`config.mk`:
```
export PLATFORM = sky130hd
export DESIGN_NAME = psum_acc_unit
export DESIGN_NICKNAME = d
export VERILOG_FILES = /design/src/rtl/psum_acc_pkg.sv /design/src/rtl/psum_acc_lane.sv /design/src/rtl/psum_acc_unit.sv
export SDC_FILE = /design/constraint.sdc
export NUM_CORES = 2
export LEC_CHECK = 0
export ABC_AREA = 0
export CAP_MARGIN = 20
export CORE_ASPECT_RATIO = 0.7
export CORE_MARGIN = 2
export CORE_UTILIZATION = 37
export DETAILED_ROUTE_END_ITERATION = 10
export DONT_BUFFER_PORTS = 1
export PLACE_DENSITY = 0.61
export RECOVER_POWER = 100
export SETUP_SLACK_MARGIN = 0.1
export SLEW_MARGIN = 10
export SYNTH_ARGS = -nofsm -noshare
export SYNTH_HDL_FRONTEND = slang
export SYNTH_SLANG_ARGS = --single-unit
```
`constraint.sdc`:
```
create_clock -name clk -period 17.5 [get_ports clk]
set_clock_uncertainty 0.05 [all_clocks]
set_input_delay 3.5 -clock clk [delete_from_list [all_inputs] [get_ports clk]]
set_output_delay 3.5 -clock clk [all_outputs]
set_load 0.01 [all_outputs]
```
`src/rtl/psum_acc_pkg.sv`:
```
// Shared types and helpers for the partial-sum accumulation unit.
package psum_acc_pkg;

    typedef enum logic [1:0] {
        IDLE  = 2'd0,
        ACC   = 2'd1,
        DRAIN = 2'd2,
        DONE  = 2'd3
    } state_t;

    localparam int PSUM_BW_DEF   = 16;
    localparam int ACC_GUARD_DEF = 4;
    localparam int ACC_W_DEF     = PSUM_BW_DEF + ACC_GUARD_DEF;

    // Bits needed to count 0..n-1, never less than one.
    function automatic int cnt_w(input int n);
        return (n <= 2) ? 1 : $clog2(n);
    endfunction

endpackage

```
`src/rtl/psum_acc_lane.sv`:
```
// One lane: sign-extend and overwrite-or-add into the accumulator, plus output post-processing.
// PSUM_ACC_RELU_EN: clamp negative results to zero before saturation.
module psum_acc_lane #(
    parameter int PSUM_BW = 16,
    parameter int ACC_W   = 20
) (
    input  logic [PSUM_BW-1:0] psum,
    input  logic [ACC_W-1:0]   acc_old,
    input  logic               first,
    output logic [ACC_W-1:0]   acc_new,
    input  logic [ACC_W-1:0]   acc_rd,
    output logic [PSUM_BW-1:0] res
);

    localparam logic signed [ACC_W-1:0] SAT_MAX =
        {{(ACC_W-PSUM_BW+1){1'b0}}, {(PSUM_BW-1){1'b1}}};
    localparam logic signed [ACC_W-1:0] SAT_MIN =
        {{(ACC_W-PSUM_BW+1){1'b1}}, {(PSUM_BW-1){1'b0}}};
    localparam logic [PSUM_BW-1:0] RES_MAX = {1'b0, {(PSUM_BW-1){1'b1}}};
    localparam logic [PSUM_BW-1:0] RES_MIN = {1'b1, {(PSUM_BW-1){1'b0}}};

    logic [ACC_W-1:0]        ext;
    logic signed [ACC_W-1:0] acc_s;

    assign ext     = {{(ACC_W-PSUM_BW){psum[PSUM_BW-1]}}, psum};
    assign acc_new = first ? ext : acc_old + ext;
    assign acc_s   = acc_rd;

    always_comb begin
        res = acc_rd[PSUM_BW-1:0];
`ifdef PSUM_ACC_RELU_EN
        if (acc_rd[ACC_W-1])
            res = '0;
        else if (acc_s > SAT_MAX)
            res = RES_MAX;
`else
        if (acc_s > SAT_MAX)
            res = RES_MAX;
        else if (acc_s < SAT_MIN)
            res = RES_MIN;
`endif
    end

endmodule

```
`src/rtl/psum_acc_unit.sv`:
```
// Pops OFIFO rows, accumulates per-pixel partial sums over kij passes, then drains processed rows.
// PSUM_ACC_RELU_EN selects ReLU-then-saturate instead of plain signed saturation.
//
//   state | meaning
//   IDLE  | waiting for start, config latched on start
//   ACC   | popping OFIFO, one beat per valid row
//   DRAIN | streaming buffer rows out over valid/ready
//   DONE  | one-cycle completion pulse
module psum_acc_unit
    import psum_acc_pkg::*;
#(
    parameter int COL       = 8,
    parameter int PSUM_BW   = PSUM_BW_DEF,
    parameter int ACC_GUARD = ACC_GUARD_DEF,
    parameter int NUM_PIX   = 16,
    parameter int KIJ_MAX   = 9
) (
    input  logic                           clk,
    input  logic                           reset,
    input  logic                           start,
    input  logic [$clog2(KIJ_MAX+1)-1:0]   cfg_num_kij,
    input  logic [$clog2(NUM_PIX+1)-1:0]   cfg_num_pix,
    input  logic [COL*PSUM_BW-1:0]         i_data,
    input  logic                           i_valid,
    output logic                           o_rd,
    output logic [COL*PSUM_BW-1:0]         o_data,
    output logic                           o_valid,
    input  logic                           i_ready,
    output logic                           o_busy,
    output logic                           o_done
);

    localparam int ACC_W = PSUM_BW + ACC_GUARD;
    localparam int KW    = $clog2(KIJ_MAX+1);
    localparam int PNW   = $clog2(NUM_PIX+1);
    localparam int KCW   = cnt_w(KIJ_MAX);
    localparam int PCW   = cnt_w(NUM_PIX);
    localparam logic [KW-1:0]  KIJ_MAX_C = KW'(KIJ_MAX);
    localparam logic [PNW-1:0] PIX_MAX_C = PNW'(NUM_PIX);

    state_t state, state_nx;

    logic [KCW-1:0] kij_cnt, kij_last;
    logic [PCW-1:0] pix_cnt, pix_last, out_idx, rd_idx;
    logic [KW-1:0]  kij_cl;
    logic [PNW-1:0] pix_cl;
    logic           beat, last_beat, xfer, last_xfer;

    logic [COL*ACC_W-1:0]   acc_buf [NUM_PIX];
    logic [COL*ACC_W-1:0]   acc_row_old, acc_row_new, acc_row_rd;
    logic [COL*PSUM_BW-1:0] res_row;

    // Zero means one pass / one pixel; oversized values clamp to the buffer limits.
    always_comb begin
        kij_cl = cfg_num_kij;
        if (cfg_num_kij == '0)
            kij_cl = KW'(1);
        else if (cfg_num_kij > KIJ_MAX_C)
            kij_cl = KIJ_MAX_C;
        pix_cl = cfg_num_pix;
        if (cfg_num_pix == '0)
            pix_cl = PNW'(1);
        else if (cfg_num_pix > PIX_MAX_C)
            pix_cl = PIX_MAX_C;
    end

    assign beat      = (state == ACC) && i_valid;
    assign last_beat = beat && (kij_cnt == kij_last) && (pix_cnt == pix_last);
    assign xfer      = (state == DRAIN) && o_valid && i_ready;
    assign last_xfer = xfer && (out_idx == pix_last);

    // Drain entry reads row 0; afterwards prefetch the row following the one on the bus.
    assign rd_idx      = o_valid ? out_idx + 1'b1 : '0;
    assign acc_row_old = acc_buf[pix_cnt];
    assign acc_row_rd  = acc_buf[rd_idx];

    for (genvar k = 0; k < COL; k++) begin : g_lane
        psum_acc_lane #(
            .PSUM_BW (PSUM_BW),
            .ACC_W   (ACC_W)
        ) u_lane (
            .psum    (i_data[k*PSUM_BW +: PSUM_BW]),
            .acc_old (acc_row_old[k*ACC_W +: ACC_W]),
            .first   (kij_cnt == '0),
            .acc_new (acc_row_new[k*ACC_W +: ACC_W]),
            .acc_rd  (acc_row_rd[k*ACC_W +: ACC_W]),
            .res     (res_row[k*PSUM_BW +: PSUM_BW])
        );
    end

    always_ff @(posedge clk or negedge reset) begin
        if (!reset)
            state <= IDLE;
        else
            state <= state_nx;
    end

    always_comb begin
        state_nx = state;
        case (state)
            IDLE:    if (start) state_nx = ACC;
            ACC:     if (last_beat) state_nx = DRAIN;
            DRAIN:   if (last_xfer) state_nx = DONE;
            DONE:    state_nx = IDLE;
            default: state_nx = IDLE;
        endcase
    end

    always_comb begin
        o_rd   = 1'b0;
        o_busy = 1'b1;
        o_done = 1'b0;
        case (state)
            IDLE:    o_busy = 1'b0;
            ACC:     o_rd = i_valid;
            DONE:    o_done = 1'b1;
            default: ;
        endcase
    end

    always_ff @(posedge clk or negedge reset) begin
        if (!reset) begin
            kij_cnt  <= '0;
            pix_cnt  <= '0;
            kij_last <= '0;
            pix_last <= '0;
            out_idx  <= '0;
            o_valid  <= 1'b0;
            o_data   <= '0;
        end else begin
            case (state)
                IDLE: if (start) begin
                    kij_last <= KCW'(kij_cl - 1'b1);
                    pix_last <= PCW'(pix_cl - 1'b1);
                    kij_cnt  <= '0;
                    pix_cnt  <= '0;
                end
                ACC: if (beat) begin
                    if (pix_cnt == pix_last) begin
                        pix_cnt <= '0;
                        kij_cnt <= kij_cnt + 1'b1;
                    end else begin
                        pix_cnt <= pix_cnt + 1'b1;
                    end
                end
                DRAIN: begin
                    if (!o_valid) begin
                        o_data  <= res_row;
                        o_valid <= 1'b1;
                        out_idx <= '0;
                    end else if (i_ready) begin
                        if (out_idx == pix_last) begin
                            o_valid <= 1'b0;
                        end else begin
                            o_data  <= res_row;
                            out_idx <= out_idx + 1'b1;
                        end
                    end
                end
                default: ;
            endcase
        end
    end

    // Buffer is deliberately not reset: pass 0 of every tile overwrites each used entry.
    always_ff @(posedge clk) begin
        if (beat)
            acc_buf[pix_cnt] <= acc_row_new;
    end

endmodule

```
==> reports/results.tsv <==
stage	metric	value	unit
pwr	Pwr per Cell Area	180.2	nW/µm²
grt	number of global-route vias before repair	74432	
placed_design	Final HPWL DP	214300	µm
critical_path	CP Data Required Time	17.84	ns
yosys	Post-Syn Area	130900	µm²
timing	fin. max-slew vios	1745	
timing	final hold vios	0	
grt	routing usage on met2	30.99	%
final_layout	nets@finish	7292	
critical_path	Worst R2R Start	pix_cnt[0]	
grt	first-pass GRT wire length	547100	µm
grt	gr ovfl total	0	
final_layout	final instance area	145500	µm²
yosys	Synth Instances	6899	
routing	WL per Instance	32.18	µm
clock_network	Setup Buffers After CTS	0	
die	Die Y	501.7	µm
yosys	top_reg_cell synth	edfxtp_1	
grt	GR Util All Layers	21.00	%
clock_network	post-CTS sizing	0	
yosys	Yosys reg bits	2711	
placed_design	gpl congestion	0.7984	
final_layout	layout cells sized above 1	28.15	%
timing	Worst-Margin Slew	4.618	ns
critical_path	most frequent CP cell	clkbuf_1	
die	floorplan core area	351800	µm²
yosys	Yosys warning count	0	
clock_network	CTS root buffer	clkbuf_16	
yosys	synth top area cells	edfxtp_1 (59%), mux4_2 (25%), dfrtp_1 (2.9%), ha_1 (1.6%), mux2i_1 (1.3%)	
die	Top Ports	274	
placed_design	Port Buffers	0	
run_status	outcome	finished with violations	
routing	# DRC	0	
yosys	post-synthesis cell type count	80	
timing	RSZ-0062 raised after global routing	no	
yosys	Seq/Total Area, Yosys	61.60	%
min_path	hold crit path type	flip-flop to flip-flop	
timing	Tcrit/Tclk final	68.09	%
yosys	ys async rst share	5.570	%
min_path	hold_sp	o_data[79]	
yosys	Synth top area share	58.71	%
placed_design	Post-DP Area	136800	µm²
clock_network	worst skew pair latency	0.90	ns
routing	antenna viol nets, final	0	
critical_path	kind of critical path	flip-flop to flip-flop	
die	initial core utilization	37.22	%
final_layout	Layout Cells excl Fill	11895	
pwr	Peak VDD IR	0.1531	mV
routing	Pre-antenna DRT Iters	6	
placed_design	Placed Cells	11342	
clock_network	Num CTS Buffers	280	
grt	Top Usage Layer GRT	met1	
routing	Vias	74240	
yosys	Yosys top cell by area	edfxtp_1	
final_layout	register area	80670	µm²
final_layout	Area growth syn-to-layout	11.10	%
grt	initial antenna violation count	25	
critical_path	register-to-register setup slack	5.58	ns
critical_path	critical-path cell with the highest stage delay	clkbuf_1	
final_layout	area of the multi-input gates	47780	µm²
critical_path	CP Max Fanout	39	
clock_network	clock slew at reported path FFs	0.06	ns
timing	Slew HR	-207.9	%
die	die width	715.0	µm
timing	fmax	83.92	MHz
critical_path	CP Capture Type	flip-flop	
flow_run	Max-Cap Viols	61	
run_status	failing checks	max-capacitance violations, max-slew violations	
clock_network	clk sinks	2711	
yosys	number of synthesized flops with an enable pin	2560	
clock_network	H-tree Lvls	5	
critical_path	Critical Path Source Type	flip-flop	
clock_network	hold buffers post-CTS	0	
clock_network	Clock Tree Buf Depth	4	
routing	final wirelength	382800	µm
critical_path	Worst Path Arrival	12.25	ns
grt	met3 Usage GRT	4.946	%
yosys	Post-Syn Area per Cell	18.98	µm²
routing	Iter 0 DRT Violations	9655	
timing	minimum clock period	11.92	ns
timing	final setup vio count	0	
timing	final setup TNS	0	ns
routing	via-per-instance ratio	6.241	
critical_path	CP Cell Sequence	clkbuf_1 -> clkbuf_1 -> inv_1 -> ha_1 -> nand2_1 -> nor3_1 -> clkbuf_1 -> clkbuf_1 -> clkbuf_1	
grt	largest net degree at the start of global routing	152	
final_layout	Layout fillers	30635	
critical_path	slowest cell delay on critical path	2.90	ns
pwr	leakage	45.64	nW
clock_network	TritonCTS clock tree	done	
die	row cnt	182	
yosys	Post-Syn Nets	7214	
die	die area	358700	µm²
critical_path	crit path launch	pix_cnt[0]	
pwr	Tot Pwr	26.21	mW
grt	met1 Usage GRT	31.52	%
-- power by group --
group	internal, mW	leakage, nW	switching [mW]
sequential	9.16	24.8	0.351
combinational	4.25	16.4	6.41
clock	3.42	4.38	2.61
total	16.8	45.6	9.38
-- logic make-up (layout without fill, tap and decap cells) --
logic type | count (synthesis) | after routing | share of synthesized area (%)
DFF | 2711 | 2711 | 61.60
muxes | 1660 | 1660 | 26.67
and+or+nand+nor | 880 | 880 | 3.103
AOI/OAI and AO/OA | 800 | 800 | 4.176
buffers and inverters | 558 | 852 | 1.969
adders and majority gates | 173 | 173 | 1.699
xor gates and xnor gates | 117 | 117 | 0.7826
other | 0 | 10 | 0
-- sequential cells by signal (all words and copies together), names as in the netlist --
name	flops
o_data	128
out_idx	4
pix_cnt	4
pix_last	4
state	2
kij_cnt	4
acc_buf	2560
o_valid	1
kij_last	4
-- per-layer routing --
metal / up-vias / wire, µm
li1: 29628 / -
met4: 22 / 8828
met3: 582 / 41430
met5: - / 153
met2: 4034 / 169600
met1: 39974 / 162700
-- final timing paths --
path,to,cells after the start
max,acc_buf[0][44],9
min,o_data[79],2
max reg2reg,acc_buf[0][44],9
min reg2reg,o_data[79],2
max in group asynchronous,o_data[23],0
min in group asynchronous,o_data[98],0
-- layout by cell type, fill, tap and decap left out, types with 26 or more instances in the layout --
master     instances
ha_1             165
mux2i_1          168
a21oi_1          210
a221o_1           91
o31ai_1           43
xor2_1            57
clkinv_1          49
mux2_2            26
and2_1            74
xnor2_1           60
nand2_1          365
nor3_1            39
edfxtp_1        2560
mux4_2          1459
buf_12            26
dfrtp_1          147
a211oi_1          89
clkbuf_16        286
buf_4             83
nor2_1           189
clkbuf_1         213
a31oi_1           44
nand3_1           53
clkinv_2          42
inv_1             84
o21ai_0          140
-- cells in the mapped netlist (all sizes together) (7+ instances only) --
master / count
buf: 238
mux4: 1459
a41oi: 7
inv: 85
o31ai: 43
a221o: 91
fa: 8
clkbuf: 235
and2: 80
xor2: 57
o211ai: 22
nor3: 41
nor3b: 12
a211oi: 89
a31oi: 44
and3: 19
a21boi: 12
nand4: 7
nand3b: 8
a21o: 25
a211o: 9
nand2: 368
o311ai: 8
nor4: 13
dfrtp: 151
ha: 165
nor2: 192
a311oi: 15
nor2b: 19
o21ai: 141
nand3: 53
xnor2: 60
mux2i: 169
edfxtp: 2560
o21bai: 12
nand2b: 24
mux2: 32
o41ai: 8
or2: 7
or3: 25
a21oi: 210
o21a: 25
-- area by class of cell --
type | instances | share of cell area, %
Sequential cell | 2711 | 55.45
Tap cell | 4692 | 4.036
Inverter | 85 | 0.2193
Multi-Input combinational cell | 3630 | 32.85
Clock inverter | 148 | 1.050
Clock buffer | 350 | 5.147
Antenna cell | 10 | 0.01720
Timing Repair Buffer | 269 | 1.232
-- worst max-delay path: cells and delay by family (launching register included) --
family / cells / cell delay (ns)
DFF: 1 / 1.01
adders and majority gates: 1 / 0.21
and+or+nand+nor: 2 / 0.34
buffers and inverters: 6 / 9.60
-- stage by stage --
step	setup WS [ns]	util [%]	hold slack (ns)
floorplan	1.772	-	0.4181
finish	5.584	41.35	0.5064
global placement	9.671	38.87	0.4875
CTS	9.789	41.45	0.5133
global route	4.761	41.34	0.5525
detailed placement	9.806	38.89	0.4977
Note: power is estimated with default switching activity, not from simulation.
